File: config.mk
export PLATFORM = sky130hd
export DESIGN_NAME = serial_crc_engine
export DESIGN_NICKNAME = d
export VERILOG_FILES = /design/src/rtl/crc_pkg.sv /design/src/rtl/crc_bit_step.sv /design/src/rtl/serial_crc_engine.sv
export SDC_FILE = /design/constraint.sdc
export NUM_CORES = 1
export LEC_CHECK = 0
export CAP_MARGIN = 20
export CORE_MARGIN = 5
export CORE_UTILIZATION = 40
export DETAILED_ROUTE_END_ITERATION = 7
export PLACE_DENSITY = 0.72
export SLEW_MARGIN = 20
export SYNTH_ARGS = -nofsm -noshare
export SYNTH_HDL_FRONTEND = slang
export SYNTH_SLANG_ARGS = --single-unit
File: constraint.sdc
create_clock -name clk -period 2 [get_ports clk]
set_input_delay 0.3 -clock clk [delete_from_list [all_inputs] [get_ports clk]]
set_output_delay 0.3 -clock clk [all_outputs]
set_load 0.005 [all_outputs]
File: src/rtl/crc_pkg.sv
// Shared definitions for the serial CRC engine family.
//   state_t      : engine control states (IDLE, SHIFT, DONE)
//   MODE_GEN/CHK : values of the mode input (generate / check)
//   CRC5_USB, CRC8, CRC16_CCITT : common generator polynomials, written
//                  without the implicit x^CRC_W term
package crc_pkg;

  typedef enum logic [1:0] {
    IDLE  = 2'd0,
    SHIFT = 2'd1,
    DONE  = 2'd2
  } state_t;

  localparam logic MODE_GEN = 1'b0;
  localparam logic MODE_CHK = 1'b1;

  localparam logic [4:0]  CRC5_USB    = 5'b00101;
  localparam logic [7:0]  CRC8        = 8'h07;
  localparam logic [15:0] CRC16_CCITT = 16'h1021;

endpackage

File: src/rtl/crc_bit_step.sv
// Single-bit Galois LFSR update, MSB-first.
//   lfsr_in  : current CRC register
//   bit_in   : next message bit
//   lfsr_out : register after absorbing bit_in
// Purely combinational so that a future parallel engine can chain copies.
module crc_bit_step
  import crc_pkg::*;
#(
  parameter int             CRC_W = 5,
  parameter logic [CRC_W-1:0] POLY = CRC5_USB
) (
  input  logic [CRC_W-1:0] lfsr_in,
  input  logic             bit_in,
  output logic [CRC_W-1:0] lfsr_out
);

  logic fb;

  assign fb       = lfsr_in[CRC_W-1] ^ bit_in;
  assign lfsr_out = {lfsr_in[CRC_W-2:0], 1'b0} ^ (fb ? POLY : '0);

endmodule

File: src/rtl/serial_crc_engine.sv
// Handshaked serial CRC engine: captures a MSG_W-bit word on start and
// shifts it MSB-first through a Galois LFSR, one bit per clock.
//   clk      : rising-edge clock
//   reset    : asynchronous reset, active-low
//   start    : frame request, accepted while ready=1
//   mode     : 0 generate, 1 check (captured with start)
//   data_in  : message word (captured with start)
//   chk_in   : expected CRC for check mode (captured with start)
//   abort    : cancels a frame in SHIFT; no effect otherwise
//   ready    : engine in IDLE or DONE
//   busy     : engine in SHIFT
//   done     : one-cycle completion pulse
//   data_out : final CRC, held until the next completion
//   crc_err  : check-mode mismatch, held until the next start
module serial_crc_engine
  import crc_pkg::*;
#(
  parameter int               CRC_W  = 5,
  parameter int               MSG_W  = 6,
  parameter logic [CRC_W-1:0] POLY   = CRC5_USB,
  parameter logic [CRC_W-1:0] INIT   = '0,
  parameter logic [CRC_W-1:0] XOROUT = '0
) (
  input  logic             clk,
  input  logic             reset,
  input  logic             start,
  input  logic             mode,
  input  logic [MSG_W-1:0] data_in,
  input  logic [CRC_W-1:0] chk_in,
  input  logic             abort,
  output logic             ready,
  output logic             busy,
  output logic             done,
  output logic [CRC_W-1:0] data_out,
  output logic             crc_err
);

  localparam int CNT_W = $clog2(MSG_W + 1);
  localparam logic [CNT_W-1:0] LAST_CNT = CNT_W'(MSG_W - 1);

  state_t state, state_nxt;

  logic [CRC_W-1:0] lfsr;
  logic [CRC_W-1:0] lfsr_nxt;
  logic [CRC_W-1:0] crc_val;
  logic [MSG_W-1:0] shift_reg;
  logic [CNT_W-1:0] count;
  logic [CRC_W-1:0] chk_r;
  logic             mode_r;

  logic load;
  logic step;
  logic finish;
  logic last_bit;

  crc_bit_step #(
    .CRC_W (CRC_W),
    .POLY  (POLY)
  ) u_step (
    .lfsr_in  (lfsr),
    .bit_in   (shift_reg[MSG_W-1]),
    .lfsr_out (lfsr_nxt)
  );

  assign crc_val  = lfsr_nxt ^ XOROUT;
  assign last_bit = (count == LAST_CNT);

  assign ready = (state == IDLE) || (state == DONE);
  assign busy  = (state == SHIFT);

  always_ff @(posedge clk or negedge reset) begin
    if (!reset) begin
      state <= IDLE;
    end else begin
      state <= state_nxt;
    end
  end

  // Abort only matters while shifting; in IDLE/DONE a start always wins.
  always_comb begin
    state_nxt = state;
    load      = 1'b0;
    step      = 1'b0;
    finish    = 1'b0;
    case (state)
      IDLE: begin
        if (start) begin
          state_nxt = SHIFT;
          load      = 1'b1;
        end
      end
      SHIFT: begin
        if (abort) begin
          state_nxt = IDLE;
        end else begin
          step = 1'b1;
          if (last_bit) begin
            state_nxt = DONE;
            finish    = 1'b1;
          end
        end
      end
      DONE: begin
        if (start) begin
          state_nxt = SHIFT;
          load      = 1'b1;
        end else begin
          state_nxt = IDLE;
        end
      end
      default: state_nxt = IDLE;
    endcase
  end

  // Datapath: capture on load, shift one bit per step, publish on finish.
  always_ff @(posedge clk or negedge reset) begin
    if (!reset) begin
      lfsr      <= '0;
      shift_reg <= '0;
      count     <= '0;
      chk_r     <= '0;
      mode_r    <= MODE_GEN;
      data_out  <= '0;
      crc_err   <= 1'b0;
      done      <= 1'b0;
    end else begin
      done <= finish;
      if (load) begin
        shift_reg <= data_in;
        mode_r    <= mode;
        chk_r     <= chk_in;
        lfsr      <= INIT;
        count     <= '0;
        crc_err   <= 1'b0;
      end else if (step) begin
        lfsr      <= lfsr_nxt;
        shift_reg <= shift_reg << 1;
        count     <= count + 1'b1;
        if (finish) begin
          data_out <= crc_val;
          crc_err  <= (mode_r == MODE_CHK) && (crc_val != chk_r);
        end
      end
    end
  end

endmodule

==> results.txt <==
Outcome -> finished, final reports clean
Postcts setup bufs -> 0
Critical path's largest stage delay -> 0.51 ns
Mapped cell area -> 1290 sq um
Clock Skew -> 0.0137 ns
Fin cells -> 211
Final setup vio count -> 0
Crit share post-route -> 0.854
Critical path buffers and inverters -> 2
Number of remaining DRC errors -> 0
Maximum achievable frequency -> 586 MHz
Num CTS Buffers -> 5
Die footprint -> 4470 sq um
Fin Setup TNS -> 0 ns
Syn Nets -> 154
Layout Nets -> 184
Number of global-route vias before repair -> 1045
TritonCTS clock tree -> built
Port Buffers -> 24
Footprint of the multi-input gates -> 515 sq um
Placed Cells -> 203
Worst slew pin tran -> 0.366 ns
Syn Area/Cell -> 9.50 sq um
Io pins -> 25
Cells after synthesis -> 136
Largest net degree at the start of global routing -> 30
Wire per inst -> 12.0 um
Pwr/cell area -> 967 nW/um^2
Cell family with most CP delay -> buffers and inverters
Clock Path Buffers -> 2
CP Cell Sequence -> inv_1 > nor2_1 > clkdlybuf4s50_1
Worst Setup Start Kind -> flip-flop
Yosys Warn Count -> 0
Peak supply drop -> 583 uV
Clock Pin Slew Worst Setup and Hold Paths -> 0.10 ns
Area Growth Syn to Fin -> 28.5%
CP required -> 1.70 ns
Total Wirelength -> 2.53 mm
Worst EP arrival -> 1.41 ns
Leakage -> 0.815 nW
Fillers -> 293
Site Rows -> 20
Synth Register Bits -> 29
Initial antenna violation count -> 0
RSZ-0062 raised after global routing -> false
Crit path capture type -> primary output
Root buffer cell -> clkbuf_4
GRT overflow -> 0
Crit Path Class -> flip-flop to primary output
Total number of vias -> 990
Core Region -> 3080 sq um
Max cap viols -> 0
Final min period -> 1.71 ns
Final-report hold violation count -> 0
WHS -> 0.329 ns
Slew Limit Fails -> 0
ANT cells -> 0
H-tree levels -> 2
PostCTS Resize Cnt -> 0
Clock sink count -> 29
Power, Total -> 1.61 mW
Initial Util -> 0.420
Sequential area share after synthesis -> 0.561
Max-slew headroom -> 0.756
Highest-delay cell along the critical path -> clkdlybuf4s50_1
Post-DP HPWL -> 1.86 mm
Clock latency on the worst-skew pair -> 0.34 ns
Maximum fanout along the worst path -> 4
All-Layer GR Usage -> 0.138
Via-to-Cell Ratio -> 4.69
Max reg flops -> 6
Cell area after layout -> 1660 sq um
Die extent in x -> 66.8 um
Antenna viol nets, final -> 0
Gp weighted congestion -> 0.752
DRT iter0 DRCs -> 49
Reg area -> 726 sq um
Area after DPL -> 1590 sq um
Cts hold-fix bufs -> 0
Die H -> 66.8 um
Share of cells above drive strength 1 -> 0.132
First-pass iteration count of the detailed router -> 4
Count of unique library cells instantiated by Yosys -> 23
HP Class -> primary input to async pin
First-pass GRT wire length -> 4.46 mm
-- worst paths after layout --
check	start	to	slack [ns]	depth (start not counted)
hold reg to reg	data_out[3]	data_out[3]	0.49	2
setup / recovery	state[0]	busy	0.29	3
max in group asynchronous	reset	chk_r[3]	1.39	2
min in group clk	data_out[3]	data_out[3]	0.49	2
setup reg to reg	count[0]	crc_err	0.67	5
hold / removal	reset	data_out[1]	0.33	2
-- per-layer routing --
layer / wire length [um] / up-vias / track usage
met4: 73 / 0 / 0.0888
met5: 0 / - / 0
met2: 1180 / 25 / 0.224
met3: 176 / 9 / 0.0455
met1: 1100 / 454 / 0.154
li1: - / 502 / -
-- cell usage after synthesis (all sizes together) --
| cell type | count | area (sq um) |
|---|---|---|
| o311ai | 1 | 8.76 |
| a31oi | 4 | 25.0 |
| dfrtp | 29 | 726 |
| nand2 | 51 | 191 |
| nand3 | 12 | 75.1 |
| clkinv | 1 | 5.00 |
| o21ai | 7 | 50.0 |
| or3 | 1 | 6.26 |
| xnor2 | 2 | 17.5 |
| nor2b | 1 | 6.26 |
| clkbuf | 1 | 3.75 |
| a22oi | 1 | 7.51 |
| nand4 | 1 | 6.26 |
| or3b | 1 | 8.76 |
| nor2 | 6 | 22.5 |
| nor3b | 1 | 12.5 |
| buf | 5 | 31.3 |
| ha | 2 | 25.0 |
| xor2 | 6 | 52.6 |
| inv | 3 | 11.3 |
-- worst register-to-register path: stages (launching register included) --
cell and delay, ns:
dfrtp_1 0.43, ha_1 0.26, nand3_2 0.18, clkinv_2 0.13
o311ai_0 0.12, nand3_1 0.11
-- cell usage in the layout, fill, tap and decap left out, types with 3 or more instances in the layout --
| cell type | count |
|---|---|
| buf_4 | 5 |
| inv_1 | 3 |
| dfrtp_1 | 29 |
| clkbuf_4 | 5 |
| nand3_1 | 9 |
| nand2_1 | 51 |
| xor2_1 | 6 |
| o21ai_0 | 3 |
| nor2_1 | 6 |
| nand3_2 | 3 |
| a31oi_1 | 4 |
| o21ai_2 | 4 |
| clkdlybuf4s50_1 | 24 |
-- through the flow --
stage                     setup WS [ns]  utilization
final                             0.292        0.539
after global routing              0.169        0.539
after CTS                         0.269        0.539
after detailed placement          0.376        0.517
after global placement            0.409        0.517
after floorplan                   0.728            -
-- layout make-up --
cell class / instances / share of cell area
clock buffer: 7 / 0.0392
sequential: 29 / 0.437
tap: 44 / 0.0332
inverter: 4 / 0.00980
clock inverter: 1 / 0.00301
multi-input combinational: 97 / 0.310
timing repair buffer: 29 / 0.167
-- logic make-up after synthesis --
logic type / share of synthesized area
fa+ha+maj: 0.0194
xor+xnor: 0.0542
simple gates: 0.255
flops: 0.561
compound gates: 0.0707
buf+inv: 0.0397
-- report_power, final --
group | leakage (nW) | switching (mW) | total (mW) | internal [mW]
combinational | 0.399 | 0.195 | 0.390 | 0.195
sequential | 0.375 | 0.104 | 0.810 | 0.706
clock | 0.0413 | 0.202 | 0.405 | 0.203
total | 0.815 | 0.501 | 1.61 | 1.10
No activity file was read; power rests on OpenSTA's default activity.
